### src/rtl/clk_div_pkg.sv
// rtl/clk_div_pkg.sv - shared constants and divisor legality check for clk_div_prog
package clk_div_pkg;

    localparam int CLK_DIV_WIDTH_DEF = 8;
    localparam int CLK_DIV_MIN       = 2;
    localparam int CLK_DIV_DEFAULT   = 55;

    function automatic logic div_legal(input logic [31:0] d);
        return d >= 32'(CLK_DIV_MIN);
    endfunction

endpackage

### src/rtl/clk_div_prog_if.sv
// rtl/clk_div_prog_if.sv - divisor request handshake between a programming master and clk_div_prog
interface clk_div_prog_if import clk_div_pkg::*; #(
    parameter int WIDTH = CLK_DIV_WIDTH_DEF
);

    logic [WIDTH-1:0] div_in;
    logic             div_valid;
    logic             div_ready;
    logic             div_err;

    modport master (
        output div_in,
        output div_valid,
        input  div_ready,
        input  div_err
    );

    modport slave (
        input  div_in,
        input  div_valid,
        output div_ready,
        output div_err
    );

endinterface

### src/rtl/clk_div_half_ext.sv
// rtl/clk_div_half_ext.sv - falling-edge half-cycle extender, present only with CLK_DIV_ODD50_EN
`ifdef CLK_DIV_ODD50_EN
module clk_div_half_ext (
    input  logic clk,
    input  logic rst,
    input  logic out_p,
    input  logic odd,
    output logic clk_out
);

    logic out_n;

    // Half a cycle behind out_p; OR-ing it in stretches the high phase by half a clk for odd D.
    always_ff @(negedge clk) begin
        if (rst) begin
            out_n <= 1'b0;
        end else begin
            out_n <= out_p;
        end
    end

    assign clk_out = out_p | (out_n & odd);

endmodule
`endif

### src/rtl/clk_div_prog.sv
// rtl/clk_div_prog.sv - runtime-programmable clock divider; CLK_DIV_ODD50_EN adds 50% duty for odd D
module clk_div_prog import clk_div_pkg::*; #(
    parameter int WIDTH       = CLK_DIV_WIDTH_DEF,
    parameter int DIV_DEFAULT = CLK_DIV_DEFAULT
) (
    input  logic             clk,
    input  logic             rst,
    input  logic             en,
    clk_div_prog_if.slave    div_bus,
    output logic             clk_out,
    output logic             tick,
    output logic [WIDTH-1:0] cnt_o,
    output logic [WIDTH-1:0] div_cur
);

    logic [WIDTH-1:0] cnt;
    logic [WIDTH-1:0] d_cur;
    logic [WIDTH-1:0] d_pend;
    logic             pend_v;
    logic             out_p;
    logic             tick_r;
    logic             err_r;

    logic at_end;
    logic xfer;
    logic legal;
    logic apply;

    assign at_end = (cnt == d_cur - WIDTH'(1));
    assign xfer   = div_bus.div_valid && !pend_v;
    assign legal  = div_legal(32'(div_bus.div_in));
    // Loads land only on a period boundary, or at once while stopped, so clk_out never runts.
    assign apply  = pend_v && (!en || at_end);

    always_ff @(posedge clk) begin
        if (rst) begin
            cnt    <= '0;
            d_cur  <= WIDTH'(DIV_DEFAULT);
            d_pend <= WIDTH'(DIV_DEFAULT);
            pend_v <= 1'b0;
            out_p  <= 1'b0;
            tick_r <= 1'b0;
            err_r  <= 1'b0;
        end else begin
            err_r <= xfer && !legal;

            if (apply) begin
                d_cur  <= d_pend;
                pend_v <= 1'b0;
            end else if (xfer && legal) begin
                d_pend <= div_bus.div_in;
                pend_v <= 1'b1;
            end

            if (!en) begin
                cnt    <= '0;
                out_p  <= 1'b0;
                tick_r <= 1'b0;
            end else begin
                cnt    <= at_end ? '0 : cnt + WIDTH'(1);
                out_p  <= (cnt < (d_cur >> 1));
                tick_r <= (cnt == '0);
            end
        end
    end

    assign div_bus.div_ready = !pend_v;
    assign div_bus.div_err   = err_r;
    assign tick              = tick_r;
    assign cnt_o             = cnt;
    assign div_cur           = d_cur;

`ifdef CLK_DIV_ODD50_EN
    clk_div_half_ext u_half_ext (
        .clk     (clk),
        .rst     (rst),
        .out_p   (out_p),
        .odd     (d_cur[0]),
        .clk_out (clk_out)
    );
`else
    assign clk_out = out_p;
`endif

endmodule

### src/flat_wrapper.sv
// flat-port wrapper written by rule: the top's interface ports become plain ports
module clk_div_prog_flat import clk_div_pkg::*;
#(
    parameter int WIDTH       = CLK_DIV_WIDTH_DEF,
    parameter int DIV_DEFAULT = CLK_DIV_DEFAULT
)
  (clk, rst, en, clk_out, tick, cnt_o, div_cur, div_bus_div_in, div_bus_div_valid, div_bus_div_ready, div_bus_div_err);
  clk_div_prog_if #(.WIDTH(WIDTH)) div_bus_i ();
  input  logic clk;
  input  logic rst;
  input  logic en;
  output logic clk_out;
  output logic tick;
  output logic [WIDTH-1:0] cnt_o;
  output logic [WIDTH-1:0] div_cur;
  input wire logic [$bits(div_bus_i.div_in)-1:0] div_bus_div_in;
  input wire logic [$bits(div_bus_i.div_valid)-1:0] div_bus_div_valid;
  output wire logic [$bits(div_bus_i.div_ready)-1:0] div_bus_div_ready;
  output wire logic [$bits(div_bus_i.div_err)-1:0] div_bus_div_err;
  assign div_bus_i.div_in = div_bus_div_in;
  assign div_bus_i.div_valid = div_bus_div_valid;
  assign div_bus_div_ready = div_bus_i.div_ready;
  assign div_bus_div_err = div_bus_i.div_err;
  clk_div_prog #(.WIDTH(WIDTH), .DIV_DEFAULT(DIV_DEFAULT)) u_core (.clk(clk), .rst(rst), .en(en), .div_bus(div_bus_i), .clk_out(clk_out), .tick(tick), .cnt_o(cnt_o), .div_cur(div_cur));
endmodule
### config.mk
export PLATFORM = sky130hd
export DESIGN_NAME = clk_div_prog_flat
export DESIGN_NICKNAME = d
export VERILOG_FILES = /design/src/rtl/clk_div_pkg.sv /design/src/rtl/clk_div_prog_if.sv /design/src/rtl/clk_div_half_ext.sv /design/src/rtl/clk_div_prog.sv /design/src/flat_wrapper.sv
export SDC_FILE = /design/constraint.sdc
export NUM_CORES = 1
export LEC_CHECK = 0
export CAP_MARGIN = 15
export CORE_UTILIZATION = 54
export CTS_CLUSTER_DIAMETER = 200
export DETAILED_ROUTE_END_ITERATION = 8
export GPL_TIMING_DRIVEN = 0
export HOLD_SLACK_MARGIN = 0.12
export MAX_ROUTING_LAYER = met4
export PLACE_DENSITY = 0.84
export SLEW_MARGIN = 25
export SYNTH_ARGS = -nofsm -noshare
export SYNTH_HDL_FRONTEND = slang
export SYNTH_HIERARCHICAL = 1
export SYNTH_SLANG_ARGS = --single-unit
### constraint.sdc
create_clock -name clk -period 5.7 [get_ports clk]
set_clock_uncertainty 0.15 [all_clocks]
set_input_delay 1.14 -clock clk [delete_from_list [all_inputs] [get_ports clk]]
set_output_delay 1.14 -clock clk [all_outputs]
set_load 0.05 [all_outputs]
==> metrics.log <==
[metrics] run status: completed
[metrics] clock tree from TritonCTS: done
[metrics] total standard cell area after synthesis: 1510 um2
[metrics] count of mapped cells out of synthesis: 168
[metrics] most used flip-flop cell after synthesis: sky130_fd_sc_hd__dfxtp_1
[metrics] ant diodes: 0
[metrics] Finish-stage setup viols: 0
[metrics] setup slack of the critical path after layout: 2640 ps
[metrics] DRC: 0
[metrics] part of the cycle the worst path needs: 53.7%
[metrics] total leakage power: 0.778 nW
[metrics] kind of cell adding the most delay to the critical path: buffers and inverters
[metrics] number of buffers on the longest clock path: 2
[metrics] y dimension of the die: 54.8 um
[metrics] Final Slew Violations: 0
[metrics] sw frac: 24.8%
[metrics] number of logic stages on the critical path including buffering: 1
[metrics] Worst Reg-to-Reg Cells: 8
[metrics] Post-DP HPWL: 2.59 mm
[metrics] number of buffers and inverters on the critical path: 1
[metrics] Synth Register Bits: 28
[metrics] clock tree root buffer cell: sky130_fd_sc_hd__clkbuf_4
[metrics] library cell with the highest instance count after synthesis: sky130_fd_sc_hd__dfxtp_1
[metrics] die span in x: 54.8 um
[metrics] hold-fix buffers at CTS: 0
[metrics] commonest cells in the synthesized netlist: sky130_fd_sc_hd__dfxtp_1, sky130_fd_sc_hd__nor2_1, sky130_fd_sc_hd__inv_1
[metrics] worst min-delay path category: reg2reg
[metrics] max incr delay on CP: 880 ps
[metrics] post-detailed-route via-to-cell ratio: 5.71
[metrics] number of max-capacitance violations reported: 0
[metrics] wire length reported by the detailed router: 3.40 mm
[metrics] number of nets with antenna violations after detailed routing: 0
[metrics] slew of the pin with the lowest slew margin: 522 ps
[metrics] Critical Setup Path Class: reg2out
[metrics] relative area change from synthesis to final layout: 25.9%
[metrics] cells along the critical path: clkdlybuf4s50_1
[metrics] number of stages on the worst hold path: 1
[metrics] CP Data Required Time: 4410 ps
[metrics] CP endpoint kind: output port
[metrics] part of the power in the clock network: 33.2%
[metrics] VDD IR-drop max: 0.000167 V
[metrics] pin count of the biggest net entering global routing: 17
[metrics] overall via count from detail_route: 1324
[metrics] clock latency reported for the late side of the worst-skew pair: 340 ps
[metrics] portion of the post-synthesis area used by sequential elements: 37.2%
[metrics] quantity of I/O buffers inserted on ports: 30
[metrics] power dissipated by switching net loads: 98.8 uW
[metrics] final hold violation count: 0
[metrics] Synth Area per Inst: 8.96 um2
[metrics] number of enable-type register cells in the synthesized netlist: 0
[metrics] total nets after synthesis: 189
[metrics] number of buffers added by the clock tree synthesis step: 3
[metrics] Post CTS Setup Buffer Count: 0
[metrics] number of sinks handled by clock tree synthesis: 28
[metrics] logic gate share of total power: 14.0%
[metrics] Max Clk Rate: 327 MHz
[metrics] cell internal pwr: 299 uW
[metrics] wire length of the first global-routing pass: 5.40 mm
[metrics] proportion of register bits with asynchronous set or reset after synthesis: 0%
[metrics] largest area contributor in the netlist: sky130_fd_sc_hd__dfxtp_1
[metrics] full die area: 3000 um2
[metrics] area inside the core boundary: 2540 um2
[metrics] total gr overflow: 0
[metrics] largest driver fanout on the critical path: 8
[metrics] H-tree levels: 1
[metrics] layout net count: 224
[metrics] Worst-path clk slew: 150 ps
[metrics] I/O pin count: 32
[metrics] total number of yosys warnings: 6
[metrics] Iter 0 DRT Violations: 31
[metrics] Synth top area share: 37.2%
[metrics] headroom to the max-slew limit: 65.1%
[metrics] average wire length per cell after detail routing: 14.7 um
[metrics] effective utilization at floorplan: 59.1%
[metrics] initial antenna violation count: 0
[metrics] fraction of layout cells with a size suffix above 1: 4.46%
[metrics] Final min period: 3060 ps
[metrics] Placer Congestion: 0.911
[metrics] count of instances resized after the clock tree is built: 0
[metrics] placement row count: 18
[metrics] All-Layer GR Usage: 26.3%
[metrics] power density relative to cell area: 210 nW/um2
[metrics] CP max-delay cell: sky130_fd_sc_hd__clkdlybuf4s50_1
[metrics] number of search-and-repair iterations in the first detailed-routing pass: 4
[metrics] power share of the sequential group: 52.8%
[metrics] element type at the critical path start: flop
[metrics] WP data arrival: 1770 ps
[metrics] number of distinct library cells after synthesis: 34
[metrics] unrepaired setup endpoints after global routing: false
[metrics] worst slack after detailed placement: 2770 ps
[metrics] top area cells in the synthesized netlist: sky130_fd_sc_hd__dfxtp_1, sky130_fd_sc_hd__ha_1, sky130_fd_sc_hd__mux2i_1
[metrics] setup TNS: 0 ps
[metrics] vias in the first global route: 1209
-- sequential cells by signal, summed over array words and instances, names as in the netlist --
name,count
u_core/clk_out,1
u_core/tick,1
u_core/pend_v,1
u_core/div_bus.div_err,1
u_core/cnt_o,8
u_core/div_cur,8
u_core/d_pend,8
-- placed cells by master (no fill, tap or decap), drive strengths merged, types with 2 or more instances in the layout --
master         count
clkdlybuf4s50     30
dfxtp             28
nor2              22
inv               12
mux2i             11
xnor2              9
nand2b             9
ha                 9
clkbuf             9
nand3              7
nor3               6
xor2               6
nand2              5
and2               5
nor4               4
a211o              3
a21o               3
a21oi              3
nor2b              2
a221o              2
nand4              2
o22ai              2
nor3b              2
-- power groups by stage --
stage	combinational [mW]	sequential (mW)	clock (mW)
after floorplan	0.0267	0.222	0
after global placement	0.0531	0.214	0
after detailed placement	0.0548	0.214	0
after CTS	0.0555	0.210	0.136
after global routing	0.0599	0.211	0.141
final	0.0559	0.210	0.132
-- layout make-up --
cell class,count,area [um2]
multi-input combinational,122,877
fill,177,649
sequential,28,561
timing repair buffer,30,300
inverter,12,45.0
tap,30,37.5
clock inverter,1,30.0
clock buffer,3,22.5
buffer,6,22.5
-- cells by family (layout without fill, tap and decap cells) --
group	after synthesis	after routing	synth area share, %
flip-flops	28	28	37.2
buffers and inverters	18	52	4.49
AO/OA/AOI/OAI	18	18	10.3
XOR/XNOR	15	15	8.73
adder cells (fa/ha/maj)	9	9	7.48
AND/OR/NAND/NOR	69	69	24.4
multiplexers	11	11	7.32
-- metrics by stage --
stage	util, %	hold slack (ps)	cell area [um2]	total power [mW]	std cells
detailed placement	72.4	303	1840	0.269	228
finish	74.5	337	1900	0.398	232
floorplan	-	286	1510	0.248	168
CTS	74.5	338	1900	0.401	232
global placement	72.4	297	1840	0.267	228
global route	74.5	365	1900	0.412	232
-- path summary, 6_finish.rpt --
kind / to / startpoint / slack (ps)
max: div_cur[3] / u_core/div_cur[3] / 2640
min: u_core/d_pend[2] / u_core/d_pend[2] / 340
max reg2reg: u_core/div_cur[3] / u_core/div_cur[0] / 3020
min reg2reg: u_core/d_pend[2] / u_core/d_pend[2] / 340
-- worst reg2reg max path, stage by stage, from the launching register on --
cell and delay [ps]:
sky130_fd_sc_hd__dfxtp_1 410, sky130_fd_sc_hd__inv_1 90, sky130_fd_sc_hd__ha_1 220, sky130_fd_sc_hd__or3b_2 480, sky130_fd_sc_hd__nor3_1 190, sky130_fd_sc_hd__xnor2_1 180
sky130_fd_sc_hd__o2111ai_2 230, sky130_fd_sc_hd__a21oi_4 410, sky130_fd_sc_hd__mux2i_1 260
-- per-layer routing --
layer / track usage, % / wire length (um) / vias up
met2: 42.4 / 1660 / 43
met1: 33.1 / 1550 / 629
met5: - / 0 / -
met4: 11.5 / 48 / 0
li1: - / - / 646
met3: 2.50 / 143 / 6
(Power assumes the default switching activity.)
